==> src/rtl/baby_pkg.sv <==
// -----------------------------------------------------------------------------
// baby_pkg
// Shared constants and types for Baby main-store clients.
//   WORD_W        store word width in bits
//   STORE_WORDS   number of store lines
//   STORE_ADDR_W  store line address width, log2(STORE_WORDS)
//   loader_state_t  state encoding of the store loader FSM
// -----------------------------------------------------------------------------
package baby_pkg;

    localparam int WORD_W       = 32;
    localparam int STORE_WORDS  = 32;
    localparam int STORE_ADDR_W = 5;

    typedef enum logic [2:0] {
        LD_START      = 3'd0,
        LD_WRITE      = 3'd1,
        LD_VERIFY_RD  = 3'd2,
        LD_VERIFY_CMP = 3'd3,
        LD_DONE       = 3'd4,
        LD_ERROR      = 3'd5
    } loader_state_t;

endpackage

==> src/rtl/baby_store_loader_if.sv <==
// -----------------------------------------------------------------------------
// baby_store_loader_if
// Main-store access bus between the loader (master) and the store (slave).
//   store_we     write strobe              (master -> slave)
//   store_re     read strobe               (master -> slave)
//   store_addr   store line address        (master -> slave)
//   store_wdata  write data                (master -> slave)
//   store_busy   stall, access accepted only when 0 (slave -> master)
//   store_rdata  read data, one cycle after an accepted read (slave -> master)
// -----------------------------------------------------------------------------
interface baby_store_loader_if
    import baby_pkg::*;
#(
    parameter int WIDTH  = WORD_W,
    parameter int ADDR_W = STORE_ADDR_W
);

    logic              store_we;
    logic              store_re;
    logic [ADDR_W-1:0] store_addr;
    logic [WIDTH-1:0]  store_wdata;
    logic              store_busy;
    logic [WIDTH-1:0]  store_rdata;

    modport master (
        output store_we, store_re, store_addr, store_wdata,
        input  store_busy, store_rdata
    );

    modport slave (
        input  store_we, store_re, store_addr, store_wdata,
        output store_busy, store_rdata
    );

endinterface

==> src/rtl/baby_store_loader.sv <==
// -----------------------------------------------------------------------------
// baby_store_loader
// Copies the program image into the Baby main store one word per cycle,
// reads every line back to verify it and keeps the CPU stopped until the
// image is confirmed.
//   clk, rst_n   clock (rising edge) and async active-low reset
//   prog         program image, one signed word per store line
//   load_req     reload request, honoured only in DONE or ERROR
//   bus          store access bus (master side)
//   cpu_hold     holds the Baby in stop while high
//   load_done    image written and verified
//   verify_err   readback mismatch seen (held until reload)
//   err_addr     line of the first mismatch
//
// state         | meaning
// --------------+---------------------------------------------------
// LD_START      | idle cycle before a load, cpu held
// LD_WRITE      | writing prog[cnt] to line cnt
// LD_VERIFY_RD  | issuing read of line cnt
// LD_VERIFY_CMP | comparing returned data with prog[cnt]
// LD_DONE       | image verified, cpu released
// LD_ERROR      | mismatch at line cnt, cpu held
// -----------------------------------------------------------------------------
module baby_store_loader
    import baby_pkg::*;
#(
    parameter int WORDS  = STORE_WORDS,
    parameter int WIDTH  = WORD_W,
    parameter int ADDR_W = STORE_ADDR_W
) (
    input  logic                    clk,
    input  logic                    rst_n,
    input  logic signed [WIDTH-1:0] prog [WORDS],
    input  logic                    load_req,
    baby_store_loader_if.master     bus,
    output logic                    cpu_hold,
    output logic                    load_done,
    output logic                    verify_err,
    output logic [ADDR_W-1:0]       err_addr
);

    localparam logic [ADDR_W-1:0] LAST = ADDR_W'(WORDS - 1);

    loader_state_t     state_q, state_d;
    logic [ADDR_W-1:0] cnt_q, cnt_d;

    always_ff @(posedge clk or negedge rst_n) begin
        if (!rst_n) begin
            state_q <= LD_START;
            cnt_q   <= '0;
        end else begin
            state_q <= state_d;
            cnt_q   <= cnt_d;
        end
    end

    always_comb begin
        state_d = state_q;
        cnt_d   = cnt_q;
        case (state_q)
            LD_START: begin
                state_d = LD_WRITE;
                cnt_d   = '0;
            end
            LD_WRITE: begin
                if (!bus.store_busy) begin
                    // WORDS is a power of two, so the increment wraps to 0
                    // after the last line.
                    cnt_d = cnt_q + 1'b1;
                    if (cnt_q == LAST) begin
                        state_d = LD_VERIFY_RD;
                    end
                end
            end
            LD_VERIFY_RD: begin
                if (!bus.store_busy) begin
                    state_d = LD_VERIFY_CMP;
                end
            end
            LD_VERIFY_CMP: begin
                // Read data returns unconditionally one cycle after an
                // accepted read, so busy plays no part here.
                if (bus.store_rdata != $unsigned(prog[cnt_q])) begin
                    state_d = LD_ERROR;
                end else if (cnt_q == LAST) begin
                    state_d = LD_DONE;
                end else begin
                    cnt_d   = cnt_q + 1'b1;
                    state_d = LD_VERIFY_RD;
                end
            end
            LD_DONE, LD_ERROR: begin
                if (load_req) begin
                    state_d = LD_START;
                    cnt_d   = '0;
                end
            end
            default: begin
                state_d = LD_START;
                cnt_d   = '0;
            end
        endcase
    end

    // cnt holds while in ERROR, so the failing line is recovered from it
    // rather than kept in a separate register.
    always_comb begin
        bus.store_we    = 1'b0;
        bus.store_re    = 1'b0;
        bus.store_addr  = cnt_q;
        bus.store_wdata = $unsigned(prog[cnt_q]);
        cpu_hold        = 1'b1;
        load_done       = 1'b0;
        verify_err      = 1'b0;
        err_addr        = '0;
        case (state_q)
            LD_WRITE:     bus.store_we = 1'b1;
            LD_VERIFY_RD: bus.store_re = 1'b1;
            LD_DONE: begin
                cpu_hold  = 1'b0;
                load_done = 1'b1;
            end
            LD_ERROR: begin
                verify_err = 1'b1;
                err_addr   = cnt_q;
            end
            default: ;
        endcase
    end

endmodule

==> src/flat_wrapper.sv <==
// flat-port wrapper written by rule: the top's interface ports become plain ports
module baby_store_loader_flat import baby_pkg::*;
#(
    parameter int WORDS  = STORE_WORDS,
    parameter int WIDTH  = WORD_W,
    parameter int ADDR_W = STORE_ADDR_W
)
  (clk, rst_n, prog, load_req, cpu_hold, load_done, verify_err, err_addr, bus_store_we, bus_store_re, bus_store_addr, bus_store_wdata, bus_store_busy, bus_store_rdata);
  baby_store_loader_if #(.WIDTH(WIDTH), .ADDR_W(ADDR_W)) bus_i ();
  input  logic clk;
  input  logic rst_n;
  input  logic signed [WIDTH-1:0] prog[WORDS];
  input  logic load_req;
  output logic cpu_hold;
  output logic load_done;
  output logic verify_err;
  output logic [ADDR_W-1:0] err_addr;
  output wire logic [$bits(bus_i.store_we)-1:0] bus_store_we;
  output wire logic [$bits(bus_i.store_re)-1:0] bus_store_re;
  output wire logic [$bits(bus_i.store_addr)-1:0] bus_store_addr;
  output wire logic [$bits(bus_i.store_wdata)-1:0] bus_store_wdata;
  input wire logic [$bits(bus_i.store_busy)-1:0] bus_store_busy;
  input wire logic [$bits(bus_i.store_rdata)-1:0] bus_store_rdata;
  assign bus_store_we = bus_i.store_we;
  assign bus_store_re = bus_i.store_re;
  assign bus_store_addr = bus_i.store_addr;
  assign bus_store_wdata = bus_i.store_wdata;
  assign bus_i.store_busy = bus_store_busy;
  assign bus_i.store_rdata = bus_store_rdata;
  baby_store_loader #(.WORDS(WORDS), .WIDTH(WIDTH), .ADDR_W(ADDR_W)) u_core (.clk(clk), .rst_n(rst_n), .prog(prog), .load_req(load_req), .bus(bus_i), .cpu_hold(cpu_hold), .load_done(load_done), .verify_err(verify_err), .err_addr(err_addr));
endmodule
==> config.mk <==
export PLATFORM = sky130hd
export DESIGN_NAME = baby_store_loader_flat
export DESIGN_NICKNAME = d
export VERILOG_FILES = /design/src/rtl/baby_pkg.sv /design/src/rtl/baby_store_loader_if.sv /design/src/rtl/baby_store_loader.sv /design/src/flat_wrapper.sv
export SDC_FILE = /design/constraint.sdc
export NUM_CORES = 1
export LEC_CHECK = 0
export ABC_AREA = 1
export BUFFER_PORTS_ARGS = -buffer_cell sky130_fd_sc_hd__buf_2
export CAP_MARGIN = 25
export CELL_PAD_IN_SITES_DETAIL_PLACEMENT = 0
export CELL_PAD_IN_SITES_GLOBAL_PLACEMENT = 1
export CORE_AREA = 8 8 426 428
export CTS_CLUSTER_DIAMETER = 120
export DETAILED_ROUTE_END_ITERATION = 12
export DIE_AREA = 0 0 434 436
export PLACE_DENSITY_LB_ADDON = 0.1
export SYNTH_ARGS = -nofsm -noshare
export SYNTH_HDL_FRONTEND = slang
export SYNTH_SLANG_ARGS = --single-unit
==> constraint.sdc <==
create_clock -name clk -period 5.95 [get_ports clk]
set_input_delay 0.595 -clock clk [delete_from_list [all_inputs] [get_ports clk]]
set_output_delay 0.595 -clock clk [all_outputs]
set_load 0.03 [all_outputs]
==> summary.txt <==
CLOCK NETWORK
-----------------------------------------------------------------------------------------------------------------
H-Tree Level Count                                                                                              1
Maximum count of clock buffers along a single path                                                              2
CTS tree                                                                                                    built
Clock-pin slew of the registers on the worst-case setup and hold paths                                    0.04 ns
Clk Tree Root Cell                                                                                   sky130_fd_sc_hd__clkbuf_16
CTS buffer count                                                                                                3
Sink Count                                                                                                      8
Number of gates resized after cts                                                                               0
Buffer count from post-CTS setup fixing                                                                         0
Clock latency on the worst-skew pair                                                                      0.24 ns
CTS Hold Buffers Added                                                                                          0

STA
-----------------------------------------------------------------------------------------------------------------
Final Setup Violations                                                                                          0
Tcrit/Tclk final                                                                                           0.7228
Fmax                                                                                                    232.5 MHz
RSZ-0062 raised after global routing                                                                           no
Fin worst setup slack                                                                                    1.649 ns
Relative slew margins                                                                                      0.3299
Max Transition Viols Final                                                                                      0
Number of failing hold endpoints at the final stage                                                             0
Final min period                                                                                         4.301 ns
Fin Setup TNS                                                                                                0 ns
Clock tree skew after final layout                                                                    0.001877 ns
Pin slew with the least headroom to its limit                                                            1.005 ns

PLACEMENT
-----------------------------------------------------------------------------------------------------------------
Half-perimeter wire length after detailed placement                                                     138500 um
Cell total after placement                                                                                   5987
Instance area at placement                                                                              19630 um2
Buffers on Ports                                                                                             1106
Placer Congestion                                                                                          0.8004
Pre-CTS worst setup slack                                                                                1.182 ns

WORST SETUP PATH
-----------------------------------------------------------------------------------------------------------------
Number of buffer and inverter stages on the critical path                                                       3
Element type at the critical path start                                                                  register
Most frequent CP cell                                                                                sky130_fd_sc_hd__nand2_1
Cell with the largest stage delay on the worst path                                                  sky130_fd_sc_hd__inv_8
Critical path required time                                                                               6.07 ns
Kind of cell with the highest combined delay on the critical path                                    simple AND/OR/NAND/NOR gates
Category of the critical setup timing path                                                           register to register
Delay of the slowest cell on the worst path                                                               0.73 ns
Cell breakdown of the critical path                                                                  inv_8 -> buf_4 -> buf_4 -> nand3_1 -> nand3_1 -> nand2_1 -> nor2_1 -> nand2_1 -> nand2_1 -> nand2_1 -> nand2_1 -> nand2_1 -> nor2_1 -> nand2_1 -> nor2_1 -> nand2_1 -> nand2_2 -> nand2_2 -> nand2_1 -> nand2_1
Category of the worst setup path capture point                                                           register
Max FO, Critical Path                                                                                         113
Arrival @ worst endpoint                                                                                  4.42 ns

FINAL LAYOUT
-----------------------------------------------------------------------------------------------------------------
Fraction of final layout cells sized beyond drive strength 1                                               0.3237
Synth-to-layout area growth                                                                                72.80%
Fill cells                                                                                                  21560
Post-layout nets                                                                                             4714
Final standard cell count with taps included and fillers excluded                                            6067
Total non-filler cell area in the finished layout                                                       19900 um2

SYNTHESIS
-----------------------------------------------------------------------------------------------------------------
Number of warning messages in the yosys log                                                                     0
Mapped Avg Cell Area                                                                                    4.275 um2
Simple-gate share of the synthesized area                                                                  0.6989
Post-Synthesis Net Count                                                                                     3756
Total standard cell area after synthesis                                                                11520 um2
Share of synthesized area spent on multiplexers                                                                 0
Number of instances in the synthesized netlist                                                               2694
Synth cell types                                                                                               25
Main combinational cell family by area after synthesis                                               simple AND/OR/NAND/NOR gates
Post-synthesis xor/xnor area fraction                                                                           0
Synth Area in Compound Gates                                                                               0.1565
Number of synthesized register bits                                                                             8
Arithmetic-cell share of the synthesized area counting full adders, half adders and majority gates       0.002173
Sequential element share of the synthesized area                                                          0.01738

DETAILED ROUTING
-----------------------------------------------------------------------------------------------------------------
Final Routed Wirelength                                                                                 162300 um
Vias after detailed routing                                                                                 21510
Remaining design rule violation count                                                                           0
Average routed wire per standard cell                                                                    26.75 um
First-pass iteration count of the detailed router                                                               4
First DRT Iteration DRCs                                                                                     1158
Via/cell ratio                                                                                              3.545
Antenna Violating Nets Remaining                                                                                0

GLOBAL ROUTING
-----------------------------------------------------------------------------------------------------------------
Vias in the first global route                                                                              22480
Initial antenna violation count                                                                               178
Total global-route track usage                                                                             0.1611
Wire length of the first global-routing pass                                                            209600 um
Pin count of the biggest net entering global routing                                                          114
Total global routing overflow                                                                                   0

POWER
-----------------------------------------------------------------------------------------------------------------
Peak supply drop                                                                                        0.1862 mV
Power dissipated by switching net loads                                                                   3910 uW
Cell Int Power                                                                                            1588 uW
Pwr per Cell Area                                                                                    276.3 nW/um2
Switching part of the total                                                                                0.7111
Leak                                                                                                   0.01044 uW
Clock share of power                                                                                        0.022
Proportion of power drawn by combinational gates                                                            0.951
Fraction of power consumed by sequential logic                                                              0.028

RUN STATUS
-----------------------------------------------------------------------------------------------------------------
Result of the run                                                                                    finished, final reports clean

FLOORPLAN
-----------------------------------------------------------------------------------------------------------------
DIE WIDTH                                                                                                  434 um
Effective utilization at floorplan                                                                        0.06582
Top-level I/O count                                                                                          1107
Number of cell rows                                                                                           154
Die extent in y                                                                                            436 um
Die Footprint                                                                                          189200 um2
Placeable Area                                                                                         175000 um2

FLOW RUN
-----------------------------------------------------------------------------------------------------------------
Max-cap violations                                                                                              0

WORST HOLD PATH
-----------------------------------------------------------------------------------------------------------------
Hold Path Class                                                                                      input pin to asynchronous set/reset pin

## cell type report
type                    count  area [um2]  share of cell area
well taps                2340        2928              0.1471
repair buffers           1163        6113              0.3072
inverters                 126       496.7             0.02496
clock buffers               4       78.83            0.003961
flip-flops and latches      8       215.2             0.01081
diodes                     76       190.2            0.009557
multi-input cells        2350        9878              0.4964
## power groups by stage
stage | Clock, uW | Sequential, uW | Combinational (uW)
4_1_cts | 121 | 159 | 5490
5_1_grt | 126 | 162 | 5860
3_5_place_dp | 0 | 160 | 5470
2_1_floorplan | 0 | 95.3 | 2950
3_3_place_gp | 0 | 158 | 5530
6_report | 119 | 153 | 5230
## through the flow
step                total power [uW]    util  hold slack (ns)
global placement                5684  0.1122           0.4866
floorplan                       3047       -           0.2994
finish                          5498  0.1137           0.2223
detailed placement              5633  0.1122           0.4832
global route                    6144  0.1133           0.2339
CTS                             5773  0.1127           0.2321
## Yosys cell counts
cell type	count	share of area
sky130_fd_sc_hd__buf_2	101	0.044
sky130_fd_sc_hd__o21ai_1	18	0.0078
sky130_fd_sc_hd__inv_1	122	0.040
sky130_fd_sc_hd__nand2_2	2	0.0011
sky130_fd_sc_hd__nand2_1	981	0.32
sky130_fd_sc_hd__nand3_1	429	0.19
sky130_fd_sc_hd__nor2_1	572	0.19
sky130_fd_sc_hd__dfrtp_1	8	0.017
sky130_fd_sc_hd__buf_4	2	0.0013
sky130_fd_sc_hd__a311oi_1	1	0.00076
sky130_fd_sc_hd__a21o_1	1	0.00065
sky130_fd_sc_hd__ha_1	2	0.0022
sky130_fd_sc_hd__a221oi_1	1	0.00076
sky130_fd_sc_hd__o211ai_1	8	0.0052
sky130_fd_sc_hd__nor2_2	1	0.00054
sky130_fd_sc_hd__clkinv_1	1	0.00033
sky130_fd_sc_hd__buf_6	6	0.0059
sky130_fd_sc_hd__nor3_1	5	0.0022
sky130_fd_sc_hd__inv_2	3	0.00098
sky130_fd_sc_hd__clkbuf_1	76	0.025
sky130_fd_sc_hd__a21oi_1	67	0.029
sky130_fd_sc_hd__or2_2	1	0.00054
sky130_fd_sc_hd__nand3b_1	3	0.0020
sky130_fd_sc_hd__o21ai_0	258	0.11
sky130_fd_sc_hd__buf_1	25	0.0081
## layout by cell type (no fill, tap or decap), drive strengths merged, types with 2 or more instances in the layout
| cell type | Yosys | routed |
|---|---|---|
| inv | 125 | 125 |
| ha | 2 | 2 |
| nor3 | 5 | 5 |
| nand3 | 429 | 429 |
| nand3b | 3 | 3 |
| a21oi | 67 | 67 |
| o21ai | 276 | 276 |
| buf | 134 | 1163 |
| nand2 | 983 | 983 |
| diode | 0 | 76 |
| clkbuf | 76 | 4 |
| dfrtp | 8 | 8 |
| o211ai | 8 | 8 |
| nor2 | 573 | 573 |
## metal layers
| metal | global-route usage | routed length, um | vias to the layer above |
|---|---|---|---|
| li1 | - | - | 10600 |
| met1 | 0.1837 | 63770 | 9862 |
| met2 | 0.3071 | 86590 | 765 |
| met3 | 0.03245 | 9137 | 234 |
| met4 | 0.03282 | 2511 | 48 |
| met5 | 0 | 276 | - |
## worst paths after layout
kind / from / endpoint / slack (ns) / cells after the start
setup / recovery: u_core.bus.store_addr[1] / u_core.bus.store_addr[0] / 1.65 / 20
hold / removal: rst_n / u_core.bus.store_addr[2] / 0.22 / 1
setup reg to reg: u_core.bus.store_addr[1] / u_core.bus.store_addr[0] / 1.65 / 20
hold reg to reg: u_core.state_q[0] / u_core.state_q[0] / 0.64 / 2
max in group asynchronous: rst_n / u_core.bus.store_addr[4] / 5.50 / 1
min in group clk: u_core.state_q[0] / u_core.state_q[0] / 0.64 / 2
## flip-flops by register name (all words and copies together) (netlist names)
register / count
u_core.state_q: 3
u_core.bus.store_addr: 5
## logic make-up (layout without fill, tap and decap cells)
family                   count (synthesis)  in the layout
other                                    0             76
AND/OR/NAND/NOR                       1994           1994
flip-flops                               8              8
buffers and inverters                  336           1293
AO/OA/AOI/OAI                          354            354
adder cells (fa/ha/maj)                  2              2
(Power assumes the default switching activity.)
